### src/rtl/kw_pkg.sv
// Shared types, keyword constants and character helpers for the keyword
// nesting checker.
package kw_pkg;

  // Longest keyword ("endcase") in letters; the classifier keeps this many.
  localparam int MAX_KW_LEN = 7;
  localparam int WORD_W     = 8 * MAX_KW_LEN;

  // Word-length counter saturates here so "endcasex" cannot alias "endcase".
  localparam logic [3:0] LEN_SAT = 4'd8;

  typedef enum logic {
    KIND_BEGIN = 1'b0,
    KIND_CASE  = 1'b1
  } kind_t;

  typedef enum logic [1:0] {
    ERR_NONE     = 2'd0,
    ERR_UNDER    = 2'd1,
    ERR_MISMATCH = 2'd2,
    ERR_OVER     = 2'd3
  } err_code_t;

  // Keywords packed first-letter-in-LSB, zero padded above their length.
  localparam logic [WORD_W-1:0] KW_BEGIN   = 56'h00_00_6e_69_67_65_62;
  localparam logic [WORD_W-1:0] KW_CASE    = 56'h00_00_00_65_73_61_63;
  localparam logic [WORD_W-1:0] KW_END     = 56'h00_00_00_00_64_6e_65;
  localparam logic [WORD_W-1:0] KW_ENDCASE = 56'h65_73_61_63_64_6e_65;

  localparam logic [3:0] KW_BEGIN_LEN   = 4'd5;
  localparam logic [3:0] KW_CASE_LEN    = 4'd4;
  localparam logic [3:0] KW_END_LEN     = 4'd3;
  localparam logic [3:0] KW_ENDCASE_LEN = 4'd7;

  function automatic logic is_letter(input logic [7:0] c);
    return ((c >= 8'h41) && (c <= 8'h5a)) || ((c >= 8'h61) && (c <= 8'h7a));
  endfunction

  function automatic logic [7:0] fold_lower(input logic [7:0] c);
    logic [7:0] r;
    if ((c >= 8'h41) && (c <= 8'h5a)) begin
      r = c | 8'h20;
    end else begin
      r = c;
    end
    return r;
  endfunction

endpackage

### src/rtl/kw_word_classifier.sv
// Collects letters into a word and classifies it as an open/close keyword
// in the same cycle its terminating delimiter is presented.
module kw_word_classifier
  import kw_pkg::*;
#(
  parameter logic [1:0] PAIR_EN = 2'b11
) (
  input  logic       clk,
  input  logic       reset,
  input  logic       in_valid,
  input  logic [7:0] in,
  output logic       word_done,
  output logic       is_open,
  output logic       is_close,
  output kind_t      kind
);

  logic [WORD_W-1:0] word_q, word_d;
  logic [3:0]        len_q, len_d;
  logic              letter_s;
  logic [7:0]        lc_s;
  logic              hit_begin_s, hit_case_s, hit_end_s, hit_endcase_s;

  // Next word buffer: append folded letters, clear on any delimiter.
  always_comb begin
    word_d   = word_q;
    len_d    = len_q;
    letter_s = is_letter(in);
    lc_s     = fold_lower(in);
    if (in_valid) begin
      if (letter_s) begin
        for (int i = 0; i < MAX_KW_LEN; i++) begin
          if (len_q == 4'(i)) begin
            word_d[8*i +: 8] = lc_s;
          end else begin
            word_d[8*i +: 8] = word_q[8*i +: 8];
          end
        end
        if (len_q == LEN_SAT) begin
          len_d = len_q;
        end else begin
          len_d = len_q + 4'd1;
        end
      end else begin
        word_d = {WORD_W{1'b0}};
        len_d  = 4'd0;
      end
    end else begin
      word_d = word_q;
      len_d  = len_q;
    end
  end

  // Word buffer and length registers.
  always_ff @(posedge clk) begin
    if (reset) begin
      word_q <= {WORD_W{1'b0}};
      len_q  <= 4'd0;
    end else begin
      word_q <= word_d;
      len_q  <= len_d;
    end
  end

  // Whole-word keyword match on the delimiter cycle; the buffer holds the
  // completed word until the delimiter clock edge clears it.
  always_comb begin
    word_done     = in_valid && !letter_s && (len_q != 4'd0);
    hit_begin_s   = PAIR_EN[0] && (len_q == KW_BEGIN_LEN)   && (word_q == KW_BEGIN);
    hit_end_s     = PAIR_EN[0] && (len_q == KW_END_LEN)     && (word_q == KW_END);
    hit_case_s    = PAIR_EN[1] && (len_q == KW_CASE_LEN)    && (word_q == KW_CASE);
    hit_endcase_s = PAIR_EN[1] && (len_q == KW_ENDCASE_LEN) && (word_q == KW_ENDCASE);
    is_open       = word_done && (hit_begin_s || hit_case_s);
    is_close      = word_done && (hit_end_s || hit_endcase_s);
    if (hit_case_s || hit_endcase_s) begin
      kind = KIND_CASE;
    end else begin
      kind = KIND_BEGIN;
    end
  end

endmodule

### config.mk
export PLATFORM = sky130hd
export DESIGN_NAME = kw_word_classifier
export DESIGN_NICKNAME = d
export VERILOG_FILES = /design/src/rtl/kw_pkg.sv /design/src/rtl/kw_word_classifier.sv
export SDC_FILE = /design/constraint.sdc
export NUM_CORES = 1
export LEC_CHECK = 0
export BUFFER_PORTS_ARGS = -buffer_cell sky130_fd_sc_hd__buf_2
export CELL_PAD_IN_SITES_DETAIL_PLACEMENT = 0
export CELL_PAD_IN_SITES_GLOBAL_PLACEMENT = 1
export CORE_ASPECT_RATIO = 0.5
export CORE_MARGIN = 5
export CORE_UTILIZATION = 46
export CTS_CLUSTER_SIZE = 25
export DETAILED_ROUTE_END_ITERATION = 6
export MAX_ROUTING_LAYER = met4
export PLACE_DENSITY_LB_ADDON = 0.1
export SKIP_CTS_REPAIR_TIMING = 1
export SYNTH_ARGS = -nofsm -noshare
export SYNTH_HDL_FRONTEND = slang
export SYNTH_SLANG_ARGS = --single-unit
### constraint.sdc
create_clock -name clk -period 2.19 [get_ports clk]
set_clock_uncertainty 0.2 [all_clocks]
set_input_delay 0.219 -clock clk [delete_from_list [all_inputs] [get_ports clk]]
set_output_delay 0.219 -clock clk [all_outputs]
set_load 0.03 [all_outputs]
# Word level (Yosys, flattened, before mapping)
# Cells that the tools add are included.
[totals] register_bits=60 input_bits=11 output_inout_bits=4 wordCells=70
[classes] reduce_logical=25 n_lt_le_gt_ge=4 add_sub_neg=1 n_eq_ne=20 n_mux=12
[op_table] op="$eq A56 B23 Y1 const B" n=1
[op_table] op="$eq A56 B31 Y1 const B" n=1
[op_table] op="$eq A56 B39 Y1 const B" n=1
[op_table] op="$eq A56 B55 Y1 const B" n=1
[op_table] op="$mux W56" n=1
[op_table] op="$mux W8" n=7
[op_table] op="$eq A4 B3 Y1 const B" n=4
[op_table] op="$ge A8 B7 Y1 const B" n=2
[op_table] op="$le A8 B7 Y1 const B" n=2
[op_table] op="$reduce_and A2 Y1" n=8
[op_table] op="$ne A2 B1 Y1 const B" n=7
[op_table] op="$logic_and A1 B1 Y1" n=10
[op_table] op="$eq A4 B2 Y1 const B" n=2
[op_table] op="$mux W4" n=2
[op_table] op="$mux W6" n=1
[op_table] op="$add A4 B1 Y4 const B" n=1
[op_table] op="$eq A4 B1 Y1 const B" n=1
[op_table] op="$eq A4 B4 Y1 const B" n=1
[op_table] op="$logic_not A4 Y1" n=1
[op_table] op="$logic_or A1 B1 Y1" n=4
[op_table] op="$reduce_bool A4 Y1" n=1
[op_table] op="$ne A2 B2 Y1 const B" n=1
[op_table] op="$logic_not A1 Y1" n=1
[op_table] op="$mux W1" n=1

# Logic depth before layout (Yosys ltp)
# Gate-level depths: netlist of run 1.
[logic_depth] depth_word=7 depth_mapped=7 mapped_depth_nobuf=6

# Least setup slack after synthesis of run 1
# No wires, ideal clock.
[synth_timing] path_kind="register to output" start="register word_q[51]" end="output port is_close" path_slack_ns=-0.287 stages_incl_launch_ff=5 arrival_ns=2.058 n_path_buf=0 t_required_ns=1.771 cell_sequence="dfxtp_1 or4_1 nor4_1 nand4_1 a211oi_1"
[synth_via] elab_chain_len=4 elab_cells_between_ends=6 cone_classes="eq/ne: 2; reduce/logical: 4"
[synth_rtl] item="start, declared" line="kw_word_classifier.sv:18" text="logic [WORD_W-1:0] word_q, word_d;"
[synth_rtl] item="start signal, assigned" line="kw_word_classifier.sv:57" text="word_q <= {WORD_W{1'b0}};"
[synth_rtl] item="start signal, assigned" line="kw_word_classifier.sv:60" text="word_q <= word_d;"
[synth_rtl] item="$eq A56 B23 Y1 or $eq A56 B55 Y1 (tied branches)" line="kw_word_classifier.sv:70, kw_word_classifier.sv:72"
[synth_rtl] item="$logic_and A1 B1 Y1, on equally long branches" line="kw_word_classifier.sv:70, kw_word_classifier.sv:72"
[synth_rtl] item="$logic_or A1 B1 Y1 *" line="kw_word_classifier.sv:74" text="is_close = word_done && (hit_end_s || hit_endcase_s);"
[synth_rtl] item="$logic_and A1 B1 Y1 *" line="kw_word_classifier.sv:74"
[synth_rtl] item="end, declared" line="kw_word_classifier.sv:14" text="output logic is_close,"
# Mark *: on every way between the ends. The rest lies on a longest branch, timed or not.

# Worst setup path after layout of run 1
# Ends and elaborated chain as after synthesis.

==> impl_metrics.toml, run 1 <==
[final_layout]
multi_input_area_sq_um = 1411
regArea_sq_um = 1205
nFillCells = 484
nets = 330
layout_commonest_cell = "dfxtp_1"
synthToLayoutAreaGrowth_pct = 22.66
final_cell_area_sq_um = 3284
antenna_cells = 0
drive_gt1_frac = 0.2094
layout_common_cells = "57 x dfxtp_1, 45 x nand2_1, 35 x o32ai_1"

[synthesis]
netlist_instances = 299
synth_nets = 314
ys_seq_elements = 60
synth_cell_types = 35
syn_area_sq_um = 2678
yosysSeqAreaShare = 0.4486
ys_warn_count = 0
synth_area_per_cell_sq_um = 8.955

[floorplanning]
rows = 19
die-area_sq_um = 7539
coreArea_sq_um = 5563
dieWidth_microns = 117.9
die_y_microns = 63.95
start_util = 0.4813
boundaryPins = 15

[pwr]
switchingPower_uw = 577.2
p_seq_frac = 0.414
total_leakage_power_nw = 1.073
powerDensity_nw_per_um2 = 810.6
combPwrFrac = 0.054
p_int_mw = 2.085
clkPwrFrac = 0.532
ir_drop_mv = 0.6972
swShare = 0.2168

[sta]
fin_crit_ns = 2.479
final-setup-viol-count = 3
report.final.slew_viol_count = 0
hold_viol = 2
rsz0062_at_grt = "yes"
maxSlewHeadroom = 0.6355
tightest_slew_ns = 0.5452
fmax_mhz = 403.3
holdWs_ns = -0.002086
layout_setup_ws_ns = -0.2894
period_share = 1.132

[route]
drc = 0
vias = 2467
antenna_left = 0
vias_per_cell = 6.277
wl_per_cell_microns = 18.85
wl_microns = 7410
drt_iter0_markers = 218
first_pass_iters = 4

[worst_setup_path]
r2r-start = "len_q[0]"
slowest_delay_ns = 0.53
cp_num_buf_inv = 2
timing.rr.end = "word_q[17]"
cp.required_ns = 1.77
crit_path_max_fanout = 3
crit_cells = 6
rrSetupSlack_ns = 0.23
crit_type = "flip-flop to primary output"
critical_path.top_delay_family = "simple AND/OR/NAND/NOR gates"
worstSetupEndpoint = "is_close"
crit_path_start_kind = "flip-flop"
crit_slowest_cell = "or4_4"
arrival_ns = 2.06
cp_common_cell = "buf_4"
worstSetupStartpoint = "word_q[51]"
worst-r2r-cell-count = 5
worstPathCellList = "or4_4, nor4_2, buf_4, nand4_1, a211oi_2, buf_4"
worstSetupEndpointType = "primary output"

[placement]
pre_cts_ws_ns = -0.02309
dpl_cell_area_sq_um = 2895
gp_congestion = 0.9002
io_buffers = 13
dp_hpwl_microns = 4942

[clock_tree]
tritoncts = "yes"
numCtsBuffers = 9
clk_pin_slew_ns = 0.05
htree_levels = 3
clk_path_buf_depth = 2
clkLatencyLatePin_ns = 0.33
root_buffer = "clkbuf_16"
clkSinkCount = 60

[flow_run]
cap_viol_max_count = 0

[grt]
grt_max_degree = 34
grt.overflow.total = 0
grt_util_all_layers = 0.2100
grt_pass1_vias = 2326
antenna_found_initial = 0
grt_pass1_wl_microns = 12140

[outcome]
outcome = "complete, but fails checks"
failed_checks = "negative hold slack, negative setup slack"

[worst_hold_path]
min_path_type = "primary input to flip-flop"
cell families after synthesis:
kind of cell,count (synthesis),synth area share
buffers and inverters,32,0.05607
adders and majority gates,4,0.01869
DFF,60,0.4486
and+or+nand+nor,142,0.2963
AOI/OAI and AO/OA,61,0.1804
worst min path at each step:
stage	startpoint	end	slack, ns	cells past startpoint
2_1_floorplan	word_q[23]	word_q[23]	0.21	2
3_3_place_gp	word_q[23]	word_q[23]	0.22	2
3_5_place_dp	word_q[23]	word_q[23]	0.22	2
4_1_cts	reset	len_q[3]	-0.02	2
5_1_grt	reset	len_q[1]	0.003	2
6_report	reset	len_q[0]	-0.002	2
layer usage:
metal / GRT usage / up-vias / part of all wire
met5: - / - / 0
met4: 0.07296 / 0 / 0.021
met3: 0.08899 / 15 / 0.072
met2: 0.2761 / 74 / 0.42
met1: 0.2850 / 1184 / 0.48
li1: - / 1194 / -
per-stage QoR:
stage / hold WS [ns] / setup TNS, ns / util / cells / power, mW
floorplan: 0.2099 / -0.06995 / - / 299 / 1.215
global placement: 0.2188 / -0.02569 / 0.5205 / 377 / 1.259
detailed placement: 0.2219 / -0.02309 / 0.5205 / 377 / 1.263
CTS: -0.01950 / -1.163 / 0.5751 / 393 / 2.680
global route: 0.002554 / -1.144 / 0.5904 / 393 / 2.745
finish: -0.002086 / -0.7603 / 0.5904 / 393 / 2.662
sequential cells by signal (all words and copies together) (netlist names):
| signal | cells |
|---|---|
| word_q | 56 |
| len_q | 4 |
power by group through the flow:
stage | registers (mW) | clock network [mW] | logic (mW)
2_1_floorplan | 1.12 | 0 | 0.0903
3_3_place_gp | 1.12 | 0 | 0.134
3_5_place_dp | 1.13 | 0 | 0.138
4_1_cts | 1.10 | 1.44 | 0.138
5_1_grt | 1.10 | 1.49 | 0.156
6_report | 1.10 | 1.42 | 0.144
layout make-up:
type | count | share of cell area
Clock inverter | 4 | 0.01448
Timing Repair Buffer | 34 | 0.07962
Clock buffer | 12 | 0.07810
Inverter | 3 | 0.003429
Sequential cell | 60 | 0.3669
Multi-Input combinational cell | 207 | 0.4297
Tap cell | 73 | 0.02781
synthesized netlist by cell type:
cell type | count | share of area
nor3_1 | 26 | 0.049
a21bo_2 | 1 | 0.0037
buf_2 | 3 | 0.0056
clkbuf_1 | 21 | 0.029
nor2b_1 | 3 | 0.0070
buf_6 | 2 | 0.0084
or4bb_1 | 1 | 0.0042
nand2b_1 | 5 | 0.012
a211oi_1 | 2 | 0.0056
o22ai_1 | 1 | 0.0023
nand4_1 | 12 | 0.028
nand3b_1 | 1 | 0.0028
buf_4 | 3 | 0.0084
nand4b_2 | 2 | 0.011
nand4b_1 | 6 | 0.020
ha_1 | 4 | 0.019
or4_1 | 3 | 0.0084
a21oi_1 | 1 | 0.0019
o32ai_1 | 35 | 0.11
and4_1 | 2 | 0.0065
nor4bb_1 | 4 | 0.015
a21boi_2 | 1 | 0.0042
a21boi_0 | 1 | 0.0028
nor3b_1 | 2 | 0.0056
and3_1 | 5 | 0.012
dfxtp_1 | 60 | 0.45
nand2_1 | 45 | 0.063
nor4_1 | 6 | 0.014
inv_1 | 3 | 0.0042
and3b_1 | 2 | 0.0065
nor2_1 | 3 | 0.0042
a31oi_1 | 18 | 0.042
or4b_1 | 1 | 0.0037
nand3_1 | 13 | 0.024
o22a_1 | 1 | 0.0033
(Power assumes the default switching activity.)
==> inputs of run 2 (changes only) <==
- BUFFER_PORTS_ARGS: -buffer_cell sky130_fd_sc_hd__buf_2 -> not set
- CORE_UTILIZATION: 46 -> 48
- DONT_BUFFER_PORTS: not set -> 1
==> run 2 against run 1 <==
The flow finishes with violations (negative setup slack); sequential power barely moved; clock-buffer cell count did not move; largest cell class unchanged; combinational power fell by 13%; register-to-register slack better by 0.07 ns; critical endpoint unchanged; largest power group is now registers.
==> impl_metrics.toml, run 2 (synthesis gave the netlist of run 1 again) <==
[worst_setup_path]
rrSetupSlack_ns = 0.30
worst-r2r-cell-count = 5
crit_path_start_kind = "flip-flop"
timing.rr.end = "word_q[19]"
cp.required_ns = 1.77
crit_path_max_fanout = 3
worstSetupEndpoint = "is_close"
crit_type = "flip-flop to primary output"
r2r-start = "len_q[1]"
worstSetupEndpointType = "primary output"
arrival_ns = 2.06
worstSetupStartpoint = "word_q[51]"

[clock_tree]
clk_path_buf_depth = 2
clkSinkCount = 60
numCtsBuffers = 9
clk_pin_slew_ns = 0.06
tritoncts = "yes"
clkLatencyLatePin_ns = 0.35
htree_levels = 3
root_buffer = "clkbuf_8"

[route]
vias = 2405
vias_per_cell = 6.362
antenna_left = 0
first_pass_iters = 4
wl_microns = 7156
drc = 0
drt_iter0_markers = 221
wl_per_cell_microns = 18.93

[floorplanning]
coreArea_sq_um = 5444
boundaryPins = 15
die-area_sq_um = 7262
rows = 19
dieWidth_microns = 115.6
die_y_microns = 62.81
start_util = 0.4918

[pwr]
total_leakage_power_nw = 0.9689
ir_drop_mv = 0.5391
powerDensity_nw_per_um2 = 723.9

[sta]
tightest_slew_ns = 0.7144
fmax_mhz = 404.0
layout_setup_ws_ns = -0.2851
report.final.slew_viol_count = 0
period_share = 1.130
fin_crit_ns = 2.475
rsz0062_at_grt = "yes"
final-setup-viol-count = 3
hold_viol = 0
maxSlewHeadroom = 0.5222
holdWs_ns = 0.005589

[flow_run]
cap_viol_max_count = 0

[final_layout]
fin_util = 0.5631
largest_reg_flops = 56
layout_commonest_cell = "dfxtp_1"
regArea_sq_um = 1202
largest_register = "word_q"
drive_gt1_frac = 0.1410
nets = 317
antenna_cells = 0
reg_top3 = "word_q (56), len_q (4)"
multi_input_area_sq_um = 1365
synthToLayoutAreaGrowth_pct = 14.49
layout_common_cells = "59 x dfxtp_1, 45 x nand2_1, 35 x o32ai_1"
nFillCells = 490

[grt]
grt_max_degree = 66
grt_pass1_wl_microns = 11610
grt.overflow.total = 0
grt_util_all_layers = 0.2144
grt_pass1_vias = 2166
antenna_found_initial = 0

[placement]
io_buffers = 0
dp_hpwl_microns = 4608
gp_congestion = 0.9679

[outcome]
outcome = "complete, but fails checks"
failed_checks = "negative setup slack"

[worst_hold_path]
min_path_cells = 2
min_path_type = "primary input to flip-flop"
==> run 2: cell count changes in the layout (fill, tap and decap cells not counted), moves of 2 or more <==
cell	change
nor4_1	+2
clkbuf_8	+9
dfxtp_2	-2
nor4_2	-2
clkbuf_16	-9
dfxtp_1	+2
buf_4	-4
buf_2	-9
==> run 2: how the worst min path moves through the flow <==
stage                    start          to  slack (ns)
floorplan           word_q[23]  word_q[23]        0.21
global placement         reset    len_q[2]        0.09
detailed placement       reset    len_q[3]         0.1
CTS                      reset    len_q[3]       -0.28
global route          in_valid    len_q[0]        0.02
finish                   reset    len_q[3]       0.006
==> run 2: layer usage <==
| metal | vias up | track usage | routed length, microns | part of all wire |
|---|---|---|---|---|
| met2 | 68 | 0.2680 | 2913 | 0.41 |
| met3 | 17 | 0.07350 | 405 | 0.057 |
| met1 | 1156 | 0.3101 | 3664 | 0.51 |
| met5 | - | - | 0 | 0 |
| li1 | 1164 | - | - | - |
| met4 | 0 | 0.08249 | 173 | 0.024 |
==> run 2: worst max-delay path, cell delays in order (launching register included) <==
cell      delay, ns
dfxtp_1        0.31
or4_4          0.55
nor4_4         0.15
buf_4          0.17
nand4_1        0.13
a211oi_2       0.22
buf_4          0.19
==> run 2: power by group <==
part / switching (mW) / internal [mW] / total, mW / leakage (nW)
clock: 0.419 / 0.573 / 0.992 / 0.0983
sequential: 0.00403 / 1.10 / 1.10 / 0.484
combinational: 0.0836 / 0.0418 / 0.125 / 0.386
==> run 2: metrics by stage <==
stage               setup TNS [ns]  instances  cell area (sq um)  power (mW)  setup slack, ns
detailed placement        -0.03703        362               2815       1.221         -0.03703
finish                     -0.7490        378               3065       2.219          -0.2851
CTS                         -1.165        376               3005       2.208          -0.4283
global route                -1.150        378               3065       2.302          -0.4155
floorplan                 -0.06995        299               2688       1.215         -0.03851
global placement                 0        362               2815       1.219          0.03898
==> run 2: layout make-up <==
| type | count | area share |
|---|---|---|
| Clock buffer | 12 | 0.05061 |
| Clock inverter | 2 | 0.01143 |
| Inverter | 3 | 0.003673 |
| Multi-Input combinational cell | 207 | 0.4453 |
| Sequential cell | 60 | 0.3922 |
| Tap cell | 73 | 0.02980 |
| Timing Repair Buffer | 21 | 0.06694 |
